$ cat config.mk
export PLATFORM = sky130hd
export DESIGN_NAME = gauss_sched
export DESIGN_NICKNAME = d
export VERILOG_FILES = /design/src/rtl/gauss_sched.sv
export SDC_FILE = /design/constraint.sdc
export NUM_CORES = 1
export LEC_CHECK = 0
export ABC_AREA = 1
export CORE_MARGIN = 10
export CORE_UTILIZATION = 40
export CTS_BUF_LIST = sky130_fd_sc_hd__clkbuf_4 sky130_fd_sc_hd__clkbuf_8
export DETAILED_ROUTE_END_ITERATION = 12
export GPL_ROUTABILITY_DRIVEN = 0
export PLACE_DENSITY = 0.72
export SETUP_SLACK_MARGIN = 0.02
export SYNTH_ARGS = -nofsm -noshare
export SYNTH_HDL_FRONTEND = slang
export SYNTH_SLANG_ARGS = --single-unit
$ cat constraint.sdc
create_clock -name clk -period 2.6 [get_ports clk]
set_input_delay 0.78 -clock clk [delete_from_list [all_inputs] [get_ports clk]]
set_output_delay 0.78 -clock clk [all_outputs]
set_load 0.1 [all_outputs]
$ cat src/rtl/gauss_sched.sv
// gauss_sched: command-level scheduler for the Gaussian-elimination `phase`
// engine. A host command names a first column block and a mode; the scheduler
// launches `phase` once per block from that block up to NB-1 (or once only in
// single mode), waiting for each phase_done before the next launch. A per-phase
// watchdog, abort with safe drain, sticky timeout error and a cycle counter
// are included.
//
// Handshake: a command is accepted on any rising edge where cmd_valid and
// cmd_ready are both high; cmd_ready is high only in IDLE, and the host must
// hold cmd_valid/cmd_block/cmd_single stable until that edge.
//
// Ports:
//   clk, rst              clock, synchronous active-low reset
//   cmd_valid/cmd_ready   host command handshake
//   cmd_block, cmd_single first block to process, run-one-phase mode
//   abort, err_clr        abort running command, clear sticky error
//   phase_start           one-cycle launch pulse to `phase`
//   phase_start_block     block index for the launch, held until next launch
//   phase_done            `phase` completion pulse
//   busy                  scheduler not idle
//   done/aborted/err_range one-cycle status pulses (mutually exclusive)
//   err_timeout           sticky watchdog error
//   cur_block             block currently being processed
//   cycles                busy cycles from accept to done/abort/error
//   state_dbg             current FSM state encoding
module gauss_sched #(
  parameter int N       = 4,
  parameter int L       = 8,
  parameter int K       = 16,
  parameter int TIMEOUT = 4096,
  localparam int BW     = $clog2(K/N+1)
) (
  input  logic          clk,
  input  logic          rst,
  input  logic          cmd_valid,
  output logic          cmd_ready,
  input  logic [BW-1:0] cmd_block,
  input  logic          cmd_single,
  input  logic          abort,
  input  logic          err_clr,
  output logic          phase_start,
  output logic [BW-1:0] phase_start_block,
  input  logic          phase_done,
  output logic          busy,
  output logic          done,
  output logic          aborted,
  output logic          err_range,
  output logic          err_timeout,
  output logic [BW-1:0] cur_block,
  output logic [31:0]   cycles,
  output logic [2:0]    state_dbg
);

  localparam int WW = $clog2(TIMEOUT+1);
  localparam logic [BW-1:0] NB_L    = BW'(K/N);
  localparam logic [BW-1:0] LAST_L  = BW'(K/N-1);
  localparam logic [WW-1:0] TO_M1   = WW'(TIMEOUT-1);
  localparam logic [WW-1:0] TO_FULL = WW'(TIMEOUT);

  // L only configures the attached `phase`; here it is just sanity-checked.
  if ((K % N) != 0 || L < 1) begin : g_bad_cfg
    $error("gauss_sched: K must be a multiple of N and L must be positive");
  end

  typedef enum logic [2:0] {
    S_IDLE   = 3'd0,
    S_LAUNCH = 3'd1,
    S_WAIT   = 3'd2,
    S_DRAIN  = 3'd3,
    S_ERR    = 3'd4
  } state_t;

  state_t        state;
  logic          single_q;
  logic [WW-1:0] wdog;

  assign cmd_ready   = (state == S_IDLE);
  assign busy        = (state != S_IDLE);
  assign phase_start = (state == S_LAUNCH);
  assign state_dbg   = state;

  always_ff @(posedge clk) begin
    if (!rst) begin
      state             <= S_IDLE;
      single_q          <= 1'b0;
      wdog              <= '0;
      cur_block         <= '0;
      phase_start_block <= '0;
      done              <= 1'b0;
      aborted           <= 1'b0;
      err_range         <= 1'b0;
      err_timeout       <= 1'b0;
      cycles            <= '0;
    end else begin
      done      <= 1'b0;
      aborted   <= 1'b0;
      err_range <= 1'b0;

      // Count busy cycles up to the terminating edge; the count freezes once
      // the command ends, including when it ends in ERR.
      if (state != S_IDLE && state != S_ERR && cycles != 32'hFFFF_FFFF)
        cycles <= cycles + 32'd1;

      // Watchdog saturates at TIMEOUT so an abort that lands on the expiry
      // cycle still trips the >= test in DRAIN instead of wrapping.
      if ((state == S_WAIT || state == S_DRAIN) && wdog != TO_FULL)
        wdog <= wdog + WW'(1);

      case (state)
        S_IDLE: begin
          if (cmd_valid) begin
            if (cmd_block >= NB_L) begin
              err_range <= 1'b1;
            end else begin
              cur_block         <= cmd_block;
              phase_start_block <= cmd_block;
              single_q          <= cmd_single;
              cycles            <= '0;
              state             <= S_LAUNCH;
            end
          end
        end
        S_LAUNCH: begin
          // The launch pulse is issued this cycle regardless of abort; an
          // abort just means we must wait out the running phase.
          wdog  <= '0;
          state <= abort ? S_DRAIN : S_WAIT;
        end
        S_WAIT: begin
          if (abort) begin
            if (phase_done) begin
              aborted <= 1'b1;
              state   <= S_IDLE;
            end else begin
              state <= S_DRAIN;
            end
          end else if (phase_done) begin
            if (single_q || cur_block == LAST_L) begin
              done  <= 1'b1;
              state <= S_IDLE;
            end else begin
              cur_block         <= cur_block + BW'(1);
              phase_start_block <= cur_block + BW'(1);
              state             <= S_LAUNCH;
            end
          end else if (wdog >= TO_M1) begin
            err_timeout <= 1'b1;
            state       <= S_ERR;
          end
        end
        S_DRAIN: begin
          if (phase_done) begin
            aborted <= 1'b1;
            state   <= S_IDLE;
          end else if (wdog >= TO_M1) begin
            err_timeout <= 1'b1;
            state       <= S_ERR;
          end
        end
        S_ERR: begin
          if (err_clr) begin
            err_timeout <= 1'b0;
            state       <= S_IDLE;
          end
        end
        default: state <= S_IDLE;
      endcase
    end
  end

endmodule

==> summary.md <==
The layout-stage area growth over the synthesis result works out to 20.5%. The logs give 0.137 for the global routing usage summed across all routing layers and 0.417 for the initial cell density of the core. For the number of instances in the synthesized netlist, the log shows 499. Static timing analysis puts the maximum clock frequency at 0.480 GHz.

The worst setup path is of the flop to output pin kind. The share of the yosys chip area belonging to registers is 0.344, and the number of enable flip-flop cells after synthesis is 0. The maximum number of pins on one net before global-route repair was 21; the finished layout cell area was 3930 um2. The logs give 0 for the final count of pins violating max slew and 0 for the detailed-route DRC error count. TritonCTS built the clock tree. In this run the horizontal extent of the chip is 110 um. The number of gates resized after CTS was 0.

The design draws 0.00193 W. For the setup skew after layout, the log shows 4.59 ps. For the pin with the worst max-slew slack, the measured transition is 411 ps. For the endpoint arrival time on the critical path, the log shows 1300 ps.

Once placement finished, the instance area stood at 3830 um2. During synthesis, Yosys emitted a total of 0 warnings. VDD sags by at most 272 uV. The total CTS buffers came out at 5.

The ratio of routed vias to standard cells was 4.89; the count of different cell masters after synthesis was 35. The logs give 1830 um2 for the area of the multi-input gates and 32 for the row count. The number of hold buffers added after CTS was 0.

The largest incremental delay on the critical path came out at 360 ps. The final layout contains routed wiring with a total length of 8.39 mm. Grouping stages by cell kind, the critical path spends the most delay in flip-flops. The worst setup path is launched from a flop.

For the worst setup path, the data required time is 1820 ps. The run gives 0 as the final antenna diode count. The fraction of registers with async set/reset came out at 0. The via count of the first global-routing pass was 3,049; the per-cell routed wire length was 12.7 um. CTS placed an instance of sky130_fd_sc_hd__clkbuf_8 at the clock tree root. For this design the static power due to leakage is 1.49 nW.

The fraction of the cycle the final worst path needs was 0.801. The worst setup path is captured at an output pin. The synthesized design spends more area on one cell type than any other, namely sky130_fd_sc_hd__dfxtp_1. The proportion of power drawn by combinational gates was 0.265; the number of buffers inserted by port buffering was 57. For this block, the via count after detailed routing is 3,224. The tree built by TritonCTS fans out to 56 sinks. The worst-path maximum fanout works out to 7.

The part of the total power dissipated in the clock network is 0.268, and the top-area cell type share of the netlist area is 0.344. Mean cell area of the mapped netlist: 6.53 um2. The wire length of the first global-routing pass was 13.8 mm. The cell area that synthesis handed to floorplanning was 3260 um2. Across the whole layout, storage elements account for 1120 um2. The most used flip-flop cell after synthesis was sky130_fd_sc_hd__dfxtp_1. Max-cap violations in this run came to 0. Global routing finished with a remaining overflow of 0. The synthesized design contains 56 register bits.

The headroom to the max-slew limit was 0.724; the worst-case clock buffer depth was 2. The clock period could shrink to 2080 ps. By area the synthesized netlist is led by sky130_fd_sc_hd__dfxtp_1 (34%), sky130_fd_sc_hd__nand2_1 (14%), sky130_fd_sc_hd__nor2_1 (8.8%). The logs give 0 for the number of endpoints with negative hold slack in the final report and 116 for the number of DRC markers after the initial detailed-route iteration.

The clock transition time at the flip-flop clock pins of the worst setup and hold paths is 100 ps, and the number of antenna violations at the first check in global routing is 0. For this design the total switching power over the nets is 0.000696 W. The share of cells above drive strength 1 is 0.167, and the post-CTS setup-driven buffer insertion count is 0. The net count of the finished layout is 571. The die extent in y was 110 um.

The tools report the H-tree level count as 2. Leaving out filler cells and counting taps, the final layout contains 659. The later pin in the worst-skew pair is clocked with a latency of 310 ps. Setup repair after global routing left no endpoint under its margin. Traced cell by cell, the critical path runs through nor2_1 > nand2_4 > clkinvlp_4 > buf_12. Summed over all nets, the half-perimeter wirelength after detailed placement is 6.58 mm. Internal power comes to 0.00123 W.

The number of detailed-routing iterations run before antenna repair was 5; the number of filler cells placed in the layout was 790. The net count of the mapped netlist is 514, and the switching power share of the total is 0.361. Setup violations remaining at the end of the flow were counted as 0. In this run the worst hold path is classified as flop to flop.

Fraction of power consumed by sequential logic: 0.467. The logs give 12,200 um2 for the die area and 7810 um2 for the core area. In this run the remaining antenna-violating nets after routing total 0.

Counting tap cells, the placed design contains a total of 651 instances. Summed over all failing endpoints, the final setup total negative slack is 0 ps. 58 I/O pins were placed. The number of buffers and inverters on the critical path is 2.

The slowest stage of the critical path is the sky130_fd_sc_hd__dfxtp_2 cell. The flow ran to the end, and the final reports show no timing, DRC or antenna violations. In this run the power density over the cells is 491 nW/um2.
-- tightest hold or removal path: stages (launching register included) --
cell and delay [ps]:
sky130_fd_sc_hd__dfxtp_1 330, sky130_fd_sc_hd__inv_1 50, sky130_fd_sc_hd__a21oi_1 60
-- power by group through the flow --
stage / combinational, W / clock, W / sequential [W]
floorplan: 0.000298 / 0 / 0.00103
global placement: 0.000508 / 0 / 0.000919
detailed placement: 0.000513 / 0 / 0.000920
CTS: 0.000515 / 0.000537 / 0.000901
global route: 0.000546 / 0.000560 / 0.000906
finish: 0.000512 / 0.000517 / 0.000900
-- placed cells by master, fill, tap and decap left out, types with 3 or more instances in the layout --
cell type                         Yosys  layout
sky130_fd_sc_hd__nor2_2               4       4
sky130_fd_sc_hd__clkbuf_8             0       6
sky130_fd_sc_hd__nand3b_1             4       4
sky130_fd_sc_hd__nand3_1             24      24
sky130_fd_sc_hd__nand4_1              9       9
sky130_fd_sc_hd__ha_1                 5       5
sky130_fd_sc_hd__nand2_2              6       6
sky130_fd_sc_hd__clkdlybuf4s50_1      0       9
sky130_fd_sc_hd__o31ai_1              3       3
sky130_fd_sc_hd__a21oi_2              3       3
sky130_fd_sc_hd__inv_1               64      63
sky130_fd_sc_hd__nor3_1              21      20
sky130_fd_sc_hd__dfxtp_1             56      53
sky130_fd_sc_hd__dfxtp_2              0       3
sky130_fd_sc_hd__nor2_4               4       4
sky130_fd_sc_hd__nand2_4              3       4
sky130_fd_sc_hd__a21oi_1             32      32
sky130_fd_sc_hd__nor2_1              76      76
sky130_fd_sc_hd__nand2_1            121     120
sky130_fd_sc_hd__buf_4                3      51
sky130_fd_sc_hd__o21ai_1              3       3
sky130_fd_sc_hd__o21ai_0             23      23
sky130_fd_sc_hd__xor2_1              10      10
-- synth_stat cells (2+ instances only) --
library cell	count
sky130_fd_sc_hd__a211oi_1	2
sky130_fd_sc_hd__a21boi_0	2
sky130_fd_sc_hd__a21oi_1	32
sky130_fd_sc_hd__a21oi_2	3
sky130_fd_sc_hd__a31oi_1	2
sky130_fd_sc_hd__buf_2	3
sky130_fd_sc_hd__buf_4	3
sky130_fd_sc_hd__clkbuf_1	3
sky130_fd_sc_hd__dfxtp_1	56
sky130_fd_sc_hd__ha_1	5
sky130_fd_sc_hd__inv_1	64
sky130_fd_sc_hd__nand2_1	121
sky130_fd_sc_hd__nand2_2	6
sky130_fd_sc_hd__nand2_4	3
sky130_fd_sc_hd__nand3_1	24
sky130_fd_sc_hd__nand3b_1	4
sky130_fd_sc_hd__nand4_1	9
sky130_fd_sc_hd__nor2_1	76
sky130_fd_sc_hd__nor2_2	4
sky130_fd_sc_hd__nor2_4	4
sky130_fd_sc_hd__nor3_1	21
sky130_fd_sc_hd__nor3_2	2
sky130_fd_sc_hd__o21ai_0	23
sky130_fd_sc_hd__o21ai_1	3
sky130_fd_sc_hd__o31ai_1	3
sky130_fd_sc_hd__or2_2	2
sky130_fd_sc_hd__xnor2_1	2
sky130_fd_sc_hd__xor2_1	10
-- final timing paths --
kind / startpoint / cells after the start / slack, ps / end
setup / recovery: state_dbg[0] / 4 / 520 / cmd_ready
hold / removal: err_timeout / 2 / 470 / err_timeout
setup reg to reg: cycles[1] / 10 / 700 / cycles[28]
hold reg to reg: err_timeout / 2 / 470 / err_timeout
-- sequential cells by signal (all words and copies together), names as in the netlist --
name	count
cycles	32
wdog	13
cur_block	3
state_dbg	3
aborted	1
done	1
err_range	1
err_timeout	1
single_q	1
-- metrics by stage --
| step | utilization | setup WS [ps] | hold slack, ps |
|---|---|---|---|
| 5_1_grt | 0.503 | 413 | 486 |
| 2_1_floorplan | - | 52.3 | 452 |
| 4_1_cts | 0.503 | 495 | 468 |
| 3_3_place_gp | 0.491 | 407 | 453 |
| 3_5_place_dp | 0.491 | 290 | 446 |
| 6_report | 0.503 | 517 | 469 |
-- cell type report --
cell class / instances / share of cell area
Multi-Input combinational cell: 366 / 0.465
Inverter: 66 / 0.0653
Tap cell: 102 / 0.0325
Clock buffer: 8 / 0.0248
Timing Repair Buffer: 61 / 0.126
Sequential cell: 56 / 0.286
-- kinds of logic after synthesis --
group / after synthesis / share of synthesized area
compound gates: 72 / 0.122
xor+xnor: 12 / 0.0323
buf+inv: 77 / 0.101
flops: 56 / 0.344
simple gates: 277 / 0.382
fa+ha+maj: 5 / 0.0192
-- routing by layer --
layer / GRT usage / up-vias / part of all wire
met5: 0 / - / 0
met4: 0.0312 / 0 / 0.0081
met3: 0.0493 / 6 / 0.083
met2: 0.234 / 78 / 0.46
met1: 0.162 / 1433 / 0.44
li1: - / 1707 / -
Note: power is estimated with default switching activity, not from simulation.
